`src/rtl/mul_div_unit_pkg.sv`:
```
// Shared encodings for the EX-stage multiply/divide engine.
package mul_div_unit_pkg;

  localparam int WIDTH_DEF = 32;

  // op field as decoded in EX; bit1 selects divide, bit0 selects unsigned
  typedef enum logic [1:0] {
    OP_MULT  = 2'b00,
    OP_MULTU = 2'b01,
    OP_DIV   = 2'b10,
    OP_DIVU  = 2'b11
  } op_e;

  typedef enum logic [1:0] {
    IDLE = 2'b00,
    MUL  = 2'b01,
    DIV  = 2'b10,
    DONE = 2'b11
  } state_e;

endpackage

```
`src/rtl/mul_div_unit_div_iter.sv`:
```
// One restoring-division step: shift in the next dividend bit, try to
// subtract the divisor, keep the difference only if it did not borrow.
module div_iter #(
  parameter int WIDTH = 32
) (
  input  logic [WIDTH:0]   rem_i,
  input  logic             bit_i,
  input  logic [WIDTH-1:0] divisor_i,
  output logic [WIDTH:0]   rem_o,
  output logic             q_o
);

  logic [WIDTH+1:0] shifted;
  logic [WIDTH+1:0] diff;

  // rem_i < divisor, so the shifted value never reaches bit WIDTH+1 and
  // the top bit of the difference is a clean borrow flag
  always_comb begin
    shifted = {rem_i, bit_i};
    diff    = shifted - {2'b00, divisor_i};
    q_o     = ~diff[WIDTH+1];
    rem_o   = q_o ? diff[WIDTH:0] : shifted[WIDTH:0];
  end

endmodule

```
`src/rtl/mul_div_unit.sv`:
```
// Multi-cycle MULT/MULTU/DIV/DIVU engine feeding the HI/LO write port.
// Works on magnitudes and applies sign fixup when the result is latched.
module mul_div_unit
  import mul_div_unit_pkg::*;
#(
  parameter int WIDTH = WIDTH_DEF
) (
  input  logic             clk,
  input  logic             reset,
  input  logic             start,
  input  logic [1:0]       op,
  input  logic [WIDTH-1:0] src1,
  input  logic [WIDTH-1:0] src2,
  input  logic             flush,
  output logic             stall_o,
  output logic [1:0]       wen,
  output logic [WIDTH-1:0] hiwdata,
  output logic [WIDTH-1:0] lowdata
);

  localparam int CW = $clog2(WIDTH + 1);

  state_e           state_q, state_d;
  logic [WIDTH-1:0] a_q;        // multiplicand, or dividend shifting into quotient
  logic [WIDTH-1:0] b_q;        // multiplier / divisor magnitude
  logic             neg_res_q;  // operand signs differ (signed ops only)
  logic             neg_rem_q;  // dividend negative (signed ops only)
  logic [CW-1:0]    cnt_q;
  logic [WIDTH:0]   rem_q;
  logic [WIDTH-1:0] hi_q, lo_q;

  logic               accept, is_mul, is_signed, dz;
  logic [WIDTH-1:0]   a_mag, b_mag;
  logic [2*WIDTH-1:0] prod, prod_fix;
  logic [WIDTH:0]     rem_nxt;
  logic               q_bit;
  logic [WIDTH-1:0]   quo_fin, quo_fix, rem_fix;

  assign accept    = (state_q == IDLE) && start && !flush;
  assign is_mul    = ~op[1];
  assign is_signed = ~op[0];
  assign dz        = (src2 == '0);
  assign a_mag     = (is_signed && src1[WIDTH-1]) ? -src1 : src1;
  assign b_mag     = (is_signed && src2[WIDTH-1]) ? -src2 : src2;

  assign prod     = {{WIDTH{1'b0}}, a_q} * {{WIDTH{1'b0}}, b_q};
  assign prod_fix = neg_res_q ? -prod : prod;

  div_iter #(.WIDTH(WIDTH)) u_div_iter (
    .rem_i     (rem_q),
    .bit_i     (a_q[WIDTH-1]),
    .divisor_i (b_q),
    .rem_o     (rem_nxt),
    .q_o       (q_bit)
  );

  // final-iteration results; 0x80000000 / -1 wraps back to 0x80000000 here
  assign quo_fin = {a_q[WIDTH-2:0], q_bit};
  assign quo_fix = neg_res_q ? -quo_fin : quo_fin;
  assign rem_fix = neg_rem_q ? -rem_nxt[WIDTH-1:0] : rem_nxt[WIDTH-1:0];

  // state register
  always_ff @(posedge clk or posedge reset) begin
    if (reset) state_q <= IDLE;
    else       state_q <= state_d;
  end

  // next state, stall request and write enable
  always_comb begin
    state_d = state_q;
    stall_o = 1'b0;
    wen     = 2'b00;
    case (state_q)
      IDLE: begin
        if (accept && !reset) begin
          stall_o = 1'b1;
          if (is_mul)  state_d = MUL;
          else if (dz) state_d = DONE;
          else         state_d = DIV;
        end
      end
      MUL: begin
        if (flush) state_d = IDLE;
        else begin
          stall_o = 1'b1;
          state_d = DONE;
        end
      end
      DIV: begin
        if (flush) state_d = IDLE;
        else begin
          stall_o = 1'b1;
          if (cnt_q == CW'(1)) state_d = DONE;
        end
      end
      DONE: begin
        // start still high here belongs to the retiring instruction
        wen     = flush ? 2'b00 : 2'b11;
        state_d = IDLE;
      end
      default: state_d = IDLE;
    endcase
  end

  // operand capture, iteration state and result registers
  always_ff @(posedge clk or posedge reset) begin
    if (reset) begin
      a_q       <= '0;
      b_q       <= '0;
      neg_res_q <= 1'b0;
      neg_rem_q <= 1'b0;
      cnt_q     <= '0;
      rem_q     <= '0;
      hi_q      <= '0;
      lo_q      <= '0;
    end else begin
      case (state_q)
        IDLE: begin
          if (accept) begin
            a_q       <= a_mag;
            b_q       <= b_mag;
            neg_res_q <= is_signed & (src1[WIDTH-1] ^ src2[WIDTH-1]);
            neg_rem_q <= is_signed & src1[WIDTH-1];
            cnt_q     <= CW'(WIDTH);
            rem_q     <= '0;
            if (!is_mul && dz) begin
              hi_q <= src1;
              lo_q <= '1;
            end
          end
        end
        MUL: begin
          if (!flush) {hi_q, lo_q} <= prod_fix;
        end
        DIV: begin
          if (!flush) begin
            a_q   <= quo_fin;
            rem_q <= rem_nxt;
            cnt_q <= cnt_q - CW'(1);
            if (cnt_q == CW'(1)) begin
              lo_q <= quo_fix;
              hi_q <= rem_fix;
            end
          end
        end
        default: ;
      endcase
    end
  end

  assign hiwdata = hi_q;
  assign lowdata = lo_q;

endmodule

```
`config.mk`:
```
export PLATFORM = sky130hd
export DESIGN_NAME = mul_div_unit
export DESIGN_NICKNAME = d
export VERILOG_FILES = /design/src/rtl/mul_div_unit_pkg.sv /design/src/rtl/mul_div_unit_div_iter.sv /design/src/rtl/mul_div_unit.sv
export SDC_FILE = /design/constraint.sdc
export NUM_CORES = 2
export LEC_CHECK = 0
export ABC_AREA = 0
export BUFFER_PORTS_ARGS = -buffer_cell sky130_fd_sc_hd__buf_4
export CORE_MARGIN = 2
export CORE_UTILIZATION = 40
export CTS_CLUSTER_DIAMETER = 100
export DETAILED_ROUTE_END_ITERATION = 16
export PLACE_DENSITY = 0.57
export SETUP_SLACK_MARGIN = 0.15
export SYNTH_ARGS = -nofsm -noshare
export SYNTH_HDL_FRONTEND = slang
export SYNTH_HIERARCHICAL = 1
export SYNTH_SLANG_ARGS = --single-unit
```
`constraint.sdc`:
```
create_clock -name clk -period 10.62 [get_ports clk]
set_input_delay 1.593 -clock clk [delete_from_list [all_inputs] [get_ports clk]]
set_output_delay 1.593 -clock clk [all_outputs]
set_load 0.1 [all_outputs]
```
==> run summary <==
die area - 124000 um^2
Routed wire per std cell - 22.7 um
share of the synthesized area in the top cell type - 37.0%
Slew Limit Fails - 0
Iter 0 DRT Violations - 2869
metal2 WL - 76300 um
synth warn - 6
setup bufs post-CTS - 0
# placed instances - 7171
relative slew slack - 13.4%
Mapped Nets - 6913
share of cells above drive strength 1 - 6.94%
largest cells by area after synthesis - fa_1 (37%), dfrtp_1 (8.8%), ha_1 (7.9%), and2_1 (7.9%), inv_1 (7.1%)
endpoints failing hold - 0
ys async rst share - 100%
Cell Count, Final, Fillers Out - 7205
Initial Utilization - 40.4%
Crit Path Max Fanout - 16
met3 routed WL - 11700 um
routed vias - 40.0k
port bufs - 136
area of the core - 120000 um^2
Worst Path Required - 11020 ps
nets - 6852
DRT met1 WL - 69800 um
Mapped Cells - 5639
Distinct cells, synth - 98
setup slack on the worst flop-to-flop path - 370 ps
CTS tree - yes
top sig layer - met5
DIE HEIGHT - 352 um
largest net degree at the start of global routing - 113
CTS H-tree depth - 4
clock slew at the register clock pins of the worst setup and hold paths - 90 ps
post-DR vias/cell - 5.55
vias in the first global route - 41.8k
Synth area leader - fa_1
Setup Skew - 29.4 ps
Worst Hold Class - flip-flop to flip-flop
synthesized flop and latch total - 171
first-pass GRT wire length - 255000 um
CTS sink count - 171
Post-DP Area - 51400 um^2
critical path startpoint category - flip-flop
unrepaired setup endpoints after global routing - false
Worst EP arrival - 10650 ps
Post-synth EDFFs - 0
Remaining DRCs - 0
TritonRoute pass-1 iters - 6
worst skew pair latency - 530 ps
CTS Root Cell - clkbuf_16
Final min period - 10250 ps
Avg Cell Area, Syn - 8.60 um^2
sequential element share of the synthesized area - 8.82%
critical path class - flip-flop to flip-flop
Antenna Nets Post-Route - 0
Bufs on Longest Clock Path - 2
Routed WL - 163000 um
final setup TNS - 0 ps
gpl congestion - 0.965
Final HPWL DP - 133000 um
area grow syn2layout - 7.15%
Die W - 352 um
measured slew at the worst slew-check pin - 1290 ps
initial antenna violation count - 7
maxcap violations - 0
mapped cell area - 48500 um^2
final period utilization - 96.6%
IO Pins - 137
cell row count - 127
Worst setup EP type - flip-flop
total CTS buffers - 17
result of the run - completed
Final setup viols - 0
Final Cell Area - 52000 um^2
Max Clk Rate - 97.5 MHz
Most used DFF post-synth - dfrtp_1
aggregate global-route resource usage - 26.7%
grt total ovfl - 0
fillers - 12.2k
[layer usage]
metal  vias to the layer above  global-route usage (%)
met5                         -                       0
met4                         4                    7.99
met3                       253                    4.86
met2                      1364                    43.4
met1                     20600                    36.3
li1                      17700                       -
[state kept, by name, summed over array words and instances (netlist names), 2 cells and up]
signal / cells
lowdata: 32
b_q: 32
a_q: 32
hiwdata: 32
rem_q: 33
cnt_q: 6
state_q: 2
[per-stage QoR]
stage / setup WS (ps) / utilization, % / hold WS [ps]
6_report: 366 / 43.3 / 489
5_1_grt: 152 / 43.3 / 523
4_1_cts: 401 / 43.3 / 491
3_5_place_dp: 490 / 42.8 / 473
3_3_place_gp: 443 / 42.8 / 464
2_1_floorplan: 2090 / - / 471
[final timing paths]
kind | from | end | depth (start not counted)
max | a_q[7] | hiwdata[14] | 24
max reg2reg | a_q[7] | hiwdata[14] | 24
min in group asynchronous | reset | rem_q[32] | 2
max in group asynchronous | reset | b_q[11] | 3
min | b_q[15] | b_q[15] | 2
min reg2reg | b_q[15] | b_q[15] | 2
[cell families (layout without fill, tap and decap cells)]
| group | count (synthesis) | count (layout) | share of synthesized area [%] |
|---|---|---|---|
| muxes | 44 | 44 | 0.978 |
| xor gates and xnor gates | 230 | 230 | 4.15 |
| AOI/OAI and AO/OA | 850 | 850 | 11.7 |
| DFF | 171 | 171 | 8.82 |
| and+or+nand+nor | 1856 | 1856 | 19.5 |
| other | 0 | 2 | 0 |
| buffers and inverters | 1284 | 1236 | 10.0 |
| adders and majority gates | 1204 | 1204 | 44.9 |
[critical path, stage by stage (launching register included)]
cell and delay [ps]:
dfrtp_1 900, buf_12 250, and2_1 160, fa_1 460, fa_1 540, inv_1 60
fa_1 450, fa_1 400, inv_1 90, fa_1 440, fa_1 600, fa_1 460
fa_1 500, ha_1 440, a21oi_1 370, o21ai_1 280, a211oi_1 630, a211oi_1 290
or3_1 410, a2111oi_0 740, nand4_1 310, nand4b_1 450, o31ai_1 350, xor2_1 160
o41ai_1 370
[repair_timing]
action                                  4_1_cts  5_1_grt
endpoints found under the setup margin        0       12
hold buffers                                  0        0
hold endpoints to repair                      0        0
gates resized for setup                       0        5
[area by class of cell]
cell class	count	area, um^2	share of cell area [%]
multi-input cells	4184	39500	75.9
clock buffers	19	443	0.852
well taps	1612	2020	3.88
diodes	2	5.00	0.00963
inverters	918	3450	6.64
clock inverters	13	126	0.243
repair buffers	286	2180	4.20
flip-flops and latches	171	4300	8.26
[layout by cell type (no fill, tap or decap), drive strengths merged, types with 12 or more instances in the layout]
master,count
and3,20
clkbuf,19
o21a,33
a221oi,48
ha,307
nand2b,17
or4,28
or3,39
mux2i,17
and2,614
o31ai,50
o41ai,25
mux2,27
a31oi,12
buf,286
a21o,50
nand2,701
fa,897
o211ai,18
nor3,55
nor2,203
o21ai,242
a22o,36
a211oi,29
a21oi,180
nor4,26
nand3,37
xor2,82
nand4,41
nor2b,17
and4,15
xnor2,148
inv,922
dfrtp,171
[Yosys cell counts, types with 17 or more instances]
cell type	n
o31ai_1	49
nor2_1	203
and2_1	613
or3_1	39
ha_1	307
nand4_1	41
o21ai_1	19
clkbuf_1	322
fa_1	897
o21a_1	33
inv_1	915
xnor2_1	148
buf_1	31
mux2i_1	17
o21ai_0	223
o41ai_1	25
a22o_1	36
or4_1	26
and3_1	19
a211oi_1	25
xor2_1	82
a21o_1	50
a221oi_1	48
o211ai_1	17
nor4_1	26
a21oi_1	178
nor3_1	55
mux2_1	20
dfrtp_1	171
nand2_1	701
nand3_1	37
Power is not shown: default switching activity piles up to over one toggle a cycle in this logic, so the estimate is an artifact.
